`src/rtl/demux_8_32.sv`:
```
// Byte-to-word packer: rebuilds 32-bit words from the serialized byte stream,
// pulses valid_out per completed word and frag_err per abandoned partial word.
module demux_8_32 #(
  parameter bit MSB_FIRST = 1'b1,
  parameter int WCNT_W    = 8
) (
  input  logic              clk_4f,
  input  logic              reset_L,
  input  logic              valid_in,
  input  logic [7:0]        data_in,
  output logic              valid_out,
  output logic [31:0]       data_out,
  output logic              frag_err,
  output logic [WCNT_W-1:0] word_cnt
);

  // State encoding doubles as the index of the byte being captured.
  typedef enum logic [1:0] {
    IDLE = 2'd0,
    B1   = 2'd1,
    B2   = 2'd2,
    B3   = 2'd3
  } state_t;

  state_t            state_reg, state_next;
  logic [31:0]       asm_reg, asm_next;
  logic [31:0]       merged;
  logic [31:0]       data_reg, data_next;
  logic              valid_reg, valid_next;
  logic              frag_reg, frag_next;
  logic [WCNT_W-1:0] cnt_reg, cnt_next;

  // Held bytes with the incoming byte dropped into the lane selected by state.
  generate
    for (genvar gi = 0; gi < 4; gi++) begin : g_lane
      localparam int         POS = MSB_FIRST ? (3 - gi) : gi;
      localparam logic [1:0] IDX = 2'(gi);
      assign merged[POS*8 +: 8] = (state_reg == state_t'(IDX)) ? data_in
                                                                : asm_reg[POS*8 +: 8];
    end
  endgenerate

  always_comb begin
    state_next = state_reg;
    asm_next   = asm_reg;
    data_next  = data_reg;
    valid_next = 1'b0;
    frag_next  = 1'b0;
    cnt_next   = cnt_reg;
    if (valid_in) begin
      asm_next = merged;
      case (state_reg)
        IDLE:    state_next = B1;
        B1:      state_next = B2;
        B2:      state_next = B3;
        default: begin
          state_next = IDLE;
          data_next  = merged;
          valid_next = 1'b1;
          cnt_next   = cnt_reg + WCNT_W'(1);
        end
      endcase
    end else if (state_reg != IDLE) begin
      state_next = IDLE;
      frag_next  = 1'b1;
    end
  end

  always_ff @(posedge clk_4f) begin
    if (!reset_L) begin
      state_reg <= IDLE;
      asm_reg   <= '0;
      data_reg  <= '0;
      valid_reg <= 1'b0;
      frag_reg  <= 1'b0;
      cnt_reg   <= '0;
    end else begin
      state_reg <= state_next;
      asm_reg   <= asm_next;
      data_reg  <= data_next;
      valid_reg <= valid_next;
      frag_reg  <= frag_next;
      cnt_reg   <= cnt_next;
    end
  end

  assign valid_out = valid_reg;
  assign data_out  = data_reg;
  assign frag_err  = frag_reg;
  assign word_cnt  = cnt_reg;

endmodule

```
`config.mk`:
```
export PLATFORM = sky130hd
export DESIGN_NAME = demux_8_32
export DESIGN_NICKNAME = d
export VERILOG_FILES = /design/src/rtl/demux_8_32.sv
export SDC_FILE = /design/constraint.sdc
export NUM_CORES = 1
export LEC_CHECK = 0
export ABC_AREA = 0
export BUFFER_PORTS_ARGS = -buffer_cell sky130_fd_sc_hd__buf_2
export CORE_UTILIZATION = 40
export CTS_BUF_LIST = sky130_fd_sc_hd__clkbuf_4
export CTS_CLUSTER_SIZE = 20
export DETAILED_ROUTE_END_ITERATION = 6
export PLACE_DENSITY = 0.7
export SYNTH_ARGS = -nofsm -noshare
export SYNTH_HDL_FRONTEND = slang
export SYNTH_SLANG_ARGS = --single-unit
```
`constraint.sdc`:
```
create_clock -name clk_4f -period 2.1 [get_ports clk_4f]
set_clock_uncertainty 0.15 [all_clocks]
set_input_delay 0.21 -clock clk_4f [delete_from_list [all_inputs] [get_ports clk_4f]]
set_output_delay 0.21 -clock clk_4f [all_outputs]
set_load 0.01 [all_outputs]
```
; Yosys cells after proc, flatten, opt, wreduce, memory -nomap -nowiden
; Cells that the tools add are included.
[word_totals]
wordCells = 28
out_inout_bits = 42
register_bits = 76
input_bits = 11
[op_classes]
n_bitwise = 2
n_eq_ne = 3
n_mux = 9
add_sub_neg = 1
n_reduce_logical = 7
[op_table]
columns = cell, count
row1 = 8-bit two-way mux, 4
row2 = "8-bit by 1-bit adder with 8-bit output, second input constant", 1
row3 = 2-bit case mux with 3 select lines, 1
row4 = "2-bit == test, second input constant", 2
row5 = 2-bit two-way mux, 2
row6 = 2-bit AND reduction, 2
row7 = 2-bit nonzero test, 2
row8 = 3-bit OR reduction, 1
row9 = "2-bit by 1-bit == test with 1-bit output, second input constant", 1
row10 = 2-bit zero test, 1
row11 = 1-bit two-way mux, 2
row12 = 1-bit inverter, 2
row13 = 2-bit OR reduction, 1

; Longest topological paths before layout
; Gate-level depths: netlist (run 1).
[logic_depth]
word_depth = 4
depth_mapped = 6
ltp_nobuf = 5

; Worst setup path before layout (run 1)
; No wires, ideal clock.
[synth_path]
path_kind = register to register
from = register state_reg[0]
to = register data_reg[15], in the netlist data_out[15]
arrival_time_ns = 1.238
path_buffers = 2
required_ns = 1.804
slack_ns = 0.566
setup_time_ns = 0.146
synth_period_minus_slack_ns = 1.534
stages_incl_launch_ff = 7
path_cell_list = dfxtp_1 inv_1 ha_1 buf_2 buf_2 mux2i_1 a211oi_2
[synth_via]
elab_chain_cells = 4
word_cells_on_any_way = 7
cone_classes = eq/ne (2) / mux (1) / bitwise (1) / reduce/logical (3)
[synth_lines]
columns = element, line_no
row1 = start: declaration, 25  ; state_t state_reg, state_next;
row2 = start signal: assignment, 78  ; state_reg <= state_next;
row3 = 2-bit by 1-bit == test with 1-bit output (tied with other cells), 52  ; case (state_reg)
row4 = 3-bit OR reduction (no source line), n/a
row5 = 1-bit inverter (no source line), n/a
row6 = 2-bit AND reduction (no source line), n/a
row7 = end signal: assignment, 80  ; data_reg <= data_next;
row8 = end: declaration, 28  ; logic [31:0] data_reg, data_next;
; Parallel ways exist; a longest one is shown, timed or not.
; A chain may end at the register's enable or synchronous reset.

; Worst setup path in the final report (run 1)
[layout_path]
from = register state_reg[0]
to = register data_reg[13], in the netlist data_out[13]
; The elaborated chain is that of the path after synthesis.

==> flow_metrics.tcl, run 1 <==
set metrics [dict create \
    grt_pass1_vias 2193 \
    netlist_instances 313 \
    cts.path.max_buffers 2 \
    avgSynthCellArea_um2 9.13 \
    hold_violations 0 \
    post-route-period-util 0.828 \
    die_area_um2 7480 \
    core-area_um2 6830 \
    nets 383 \
    die_h_um 86.5 \
    grt_pass1_wl_um 10100 \
    synthFlopType "dfxtp_1" \
    path_clk_slew_ns 0.11 \
    clk_latency_ns 0.41 \
    tritoncts "done" \
    vias 2366 \
    drt_wl_total_um 6090 \
    p_leak_uw 0.00130 \
    htreeDepth 3 \
    final.setup.tns_ns 0 \
    reg2reg_slack_ns 0.36 \
    root_buffer "clkbuf_4" \
    dr.pass1.iters 4 \
    via_per_inst 5.06 \
    io_pins 53 \
    rsz0062_at_grt "no" \
    diodes 0 \
    drc 0 \
    synthToLayoutAreaGrowth_pct 19.8 \
    start_kind "flop" \
    crit_chain "ha_1 > and2_2 > buf_4 > nor2_1 > a211oi_2" \
    yosys_warnings 0 \
    largest_reg_flops 32 \
    grt.overflow.total 0 \
    max_clock_freq_ghz 0.575 \
    min_path_type "in2reg" \
    ys_ff_latch 68 \
    ant_nets 0 \
    vdd_drop_max_mv 0.280 \
    start_util 0.418 \
    period_needed_ns 1.74 \
    yosys.area.top_type "dfxtp_1" \
    hpwlAfterDp_um 4020 \
    power_density_nw_per_um2 752 \
    cts_setup_buffers 0 \
    async_flop_share 0 \
    tightest_slew_ns 0.488 \
    core.rowCount 30 \
    grt_antenna_before_repair 0 \
    syn-cell-area_um2 2860 \
    drtIter0Drc 89 \
    crit_path_max_incr_delay_ns 0.40 \
    setup_slack_ns 0.361 \
    clock_sinks 68 \
    syn_nets 329 \
    crit_slowest_cell "dfxtp_1" \
    place.gp.congestion 0.732 \
    critPathMaxFanout 36 \
    numCtsBuffers 9 \
    synth.top_cells.by_area "dfxtp_1, a211oi_2, mux2i_1, a21oi_1, nand2_1" \
    crit_type "reg2reg" \
    ys_types 26 \
    yosysTopAreaCellShare 0.477 \
    slew-limit-headroom 0.674 \
    drv_slew 0 \
    synth_most_common_cell "dfxtp_1" \
    die_x_um 86.5 \
    synth_common_cells "dfxtp_1, nand2_1, a21oi_1, nor2_1, nand3_1" \
    worstPathArrival_ns 1.93 \
    finalSetupViolations 0 \
    port_buffers 52 \
    drt-wirelength-per-cell_um 13.0 \
    ys_seq_area_frac 0.477 \
    synth_edf_count 0 \
    grt_max_degree 37 \
    grtUsageTotal 0.176 \
    drv_cap 0 \
    cp_data_required_time_ns 2.29 \
    place_ws_ns 0.380 \
    outcome "finished clean" \
    critPathCaptureType "flop" \
    drive_gt1_frac 0.269 \
    final_core_util 0.501 \
]
power by group:
group          switching [uW]  internal [uW]
Sequential               18.9           1330
Combinational             179            117
Clock                     448            485
Total                     646           1930
final cells by class:
type                       instances  area (um2)
clock buffer                      10        75.1
clock inverter                     6        78.8
fill                             674        3410
inverter                           5        18.8
multi-input combinational        214        1330
sequential                        68        1360
tap                               96         120
timing repair buffer              69         433
logic make-up after synthesis:
group,synth area share
compound gates,0.180
xor+xnor,0.00613
fa+ha+maj,0.0219
buf+inv,0.0569
flops,0.477
mux,0.0841
simple gates,0.174
critical path: cells and delay by family, from the launching register on:
kind            cells  cell delay, ns
flops               1            0.40
buf+inv             1            0.35
simple gates        2            0.29
fa+ha+maj           1            0.27
compound gates      1            0.19
through the flow:
step | cell area [um2] | power (uW) | cells | hold WS, ns
6_report | 3420 | 2570 | 468 | 0.0240
5_1_grt | 3420 | 2700 | 468 | 0.0243
4_1_cts | 3420 | 2600 | 468 | 0.00767
3_5_place_dp | 3190 | 1660 | 444 | 0.293
3_3_place_gp | 3190 | 1650 | 444 | 0.290
2_1_floorplan | 2860 | 1570 | 313 | 0.196
layout by cell type (no fill, tap or decap), drive strengths merged:
| cell type | count |
|---|---|
| mux2i | 24 |
| and2 | 1 |
| bufinv | 2 |
| nand3 | 28 |
| nor2 | 27 |
| nor3 | 1 |
| nand3b | 1 |
| buf | 61 |
| nand4 | 1 |
| ha | 5 |
| clkinv | 3 |
| a211oi | 24 |
| o31ai | 2 |
| a21oi | 40 |
| dlygate4sd3 | 8 |
| nand2 | 49 |
| or4 | 2 |
| dfxtp | 68 |
| or3 | 3 |
| xnor2 | 2 |
| o21ai | 4 |
| clkinvlp | 1 |
| clkbuf | 10 |
| inv | 5 |
repair_timing:
action | 4_1_cts | 5_1_grt
hold buffers | 8 | 0
hold endpoints to repair | 25 | 0
gates resized for setup | 0 | 0
path summary, 6_finish.rpt:
path | start | to | cells past startpoint
max reg2reg | state_reg[0] | data_out[13] | 5
max | state_reg[0] | data_out[13] | 5
min reg2reg | data_out[4] | data_out[4] | 2
min | valid_in | asm_reg[24] | 3
layer usage:
| metal | track usage | routed length [um] |
|---|---|---|
| met1 | 0.225 | 2850 |
| met2 | 0.278 | 2830 |
| met3 | 0.0505 | 294 |
| met4 | 0.0758 | 116 |
| met5 | 0 | 0 |
Note: power is estimated with default switching activity, not from simulation.
==> run 2: changes to the inputs <==
Clock period 2.1 ns to 1.65 ns, I/O delays scaled along.
==> run 2 against run 1 <==
Net effect: power is 15% higher; core utilization down 0.24 points; register-to-register slack got worse by 0.26 ns; worst setup slack lost 0.26 ns; sequential share of layout area is 0.26 points higher; largest power group unchanged; first-iteration DRC count rose by 65%; critical endpoint is now word_cnt[7].
==> flow_metrics.tcl, run 2 (synthesized netlist as in run 1, its figures left out) <==
set metrics [dict create \
    power_density_nw_per_um2 869 \
    mostFrequentLayoutCell "dfxtp_1" \
    slew-limit-headroom 0.770 \
    drc 0 \
    n_fill_cell 683 \
    core.rowCount 30 \
    grt_antenna_before_repair 0 \
    multi_input_area_um2 1340 \
    die_area_um2 7480 \
    start_kind "flop" \
    grt_pass1_wl_um 9940 \
    seqCellArea_um2 1360 \
    die_h_um 86.5 \
    place.gp.congestion 0.787 \
    tritoncts "done" \
    fin_cells 468 \
    cts.path.max_buffers 2 \
    port_buffers 52 \
    start_util 0.418 \
    root_buffer "clkbuf_4" \
    critPathMaxFanout 5 \
    numCtsBuffers 9 \
    path_clk_slew_ns 0.10 \
    htreeDepth 3 \
    core-area_um2 6830 \
    grt.overflow.total 0 \
    min_path_type "in2reg" \
    via_per_inst 4.97 \
    drtIter0Drc 147 \
    drv_slew 0 \
    drt-wirelength-per-cell_um 13.0 \
    dr.pass1.iters 4 \
    outcome "finished clean" \
    crit_type "reg2reg" \
    io_pins 53 \
    ant_nets 0 \
    post-route-period-util 0.940 \
    tightest_slew_ns 0.344 \
    finalSetupViolations 0 \
    worstPathArrival_ns 1.74 \
    hpwlAfterDp_um 3850 \
    drv_cap 0 \
    drt_wl_total_um 6060 \
    layout_common_cells "dfxtp_1, buf_2, nand2_1" \
    grt_pass1_vias 2084 \
    cp_data_required_time_ns 1.83 \
    clk_latency_ns 0.40 \
    drive_gt1_frac 0.280 \
    place_ws_ns 0.0611 \
    max_clock_freq_ghz 0.645 \
    grtUsageTotal 0.176 \
    synthToLayoutAreaGrowth_pct 19.2 \
    clock_sinks 68 \
    nets 384 \
    vdd_drop_max_mv 0.302 \
    die_x_um 86.5 \
    diodes 0 \
    p_leak_uw 0.00129 \
    period_needed_ns 1.55 \
    setup_slack_ns 0.0985 \
    place_inst 445 \
    critPathCaptureType "flop" \
    final_core_util 0.498 \
    largest_reg_flops 32 \
    hold_violations 0 \
    grt_max_degree 69 \
    vias 2326 \
]
==> run 2: cell types whose count changed in the layout (fill, tap and decap cells not counted) <==
cell        previous run  this run
buf_12                 2         4
bufinv_16              2         0
clkinv_2               0         2
dfxtp_1               68        66
dfxtp_2                0         2
buf_4                  7         6
clkbuf_4              10        11
clkinv_1               3         2
clkinvlp_4             1         0
ha_1                   5         4
ha_2                   0         1
==> run 2: area by class of cell <==
class	count	share of cell area
Sequential cell	68	0.401
Timing Repair Buffer	70	0.137
Clock buffer	11	0.0243
Tap cell	96	0.0353
Inverter	5	0.00551
Multi-Input combinational cell	214	0.393
Clock inverter	4	0.00515
==> run 2: per-layer routing <==
layer	GRT usage	routed length [um]
met1	0.231	2860
met2	0.268	2780
met3	0.0400	321
met4	0.100	101
met5	0	0
==> run 2: where the power goes <==
| group | switching, uW | leakage, uW | internal (uW) |
|---|---|---|---|
| sequential | 23.9 | 0.000551 | 1690 |
| combinational | 226 | 0.000679 | 155 |
| clock | 545 | 0.0000616 | 322 |
| total | 795 | 0.00129 | 2160 |
==> run 2: through the flow <==
stage	TNS, ns	power (uW)	hold WS (ns)	instance area [um2]
detailed placement	0	2120	0.296	3220
finish	0	2960	0.0579	3400
global placement	0	2110	0.288	3220
global route	-0.000119	3120	0.0615	3400
CTS	0	2990	0.0265	3400
floorplan	0	2000	0.151	2860
==> run 2: repair_timing <==
item / in CTS / in global routing
buffers inserted: 0 / 0
hold buffers: 8 / 0
endpoints found under the setup margin: 0 / 25
hold endpoints to repair: 32 / 0
resized for setup: 0 / 3
==> run 2: path summary, 6_finish.rpt <==
check,startpoint,to,slack (ns),cells after the start
worst min-delay path,valid_in,word_cnt[7],0.06,4
worst min register to register,data_out[4],data_out[4],0.31,2
worst max-delay path,state_reg[0],word_cnt[7],0.1,4
worst max register to register,state_reg[0],word_cnt[7],0.1,4
==> run 2: critical path: stages, from the launching register on <==
cell	delay, ns
dfxtp_2	0.37
ha_2	0.23
nand3_2	0.11
or4_1	0.48
a21oi_1	0.14
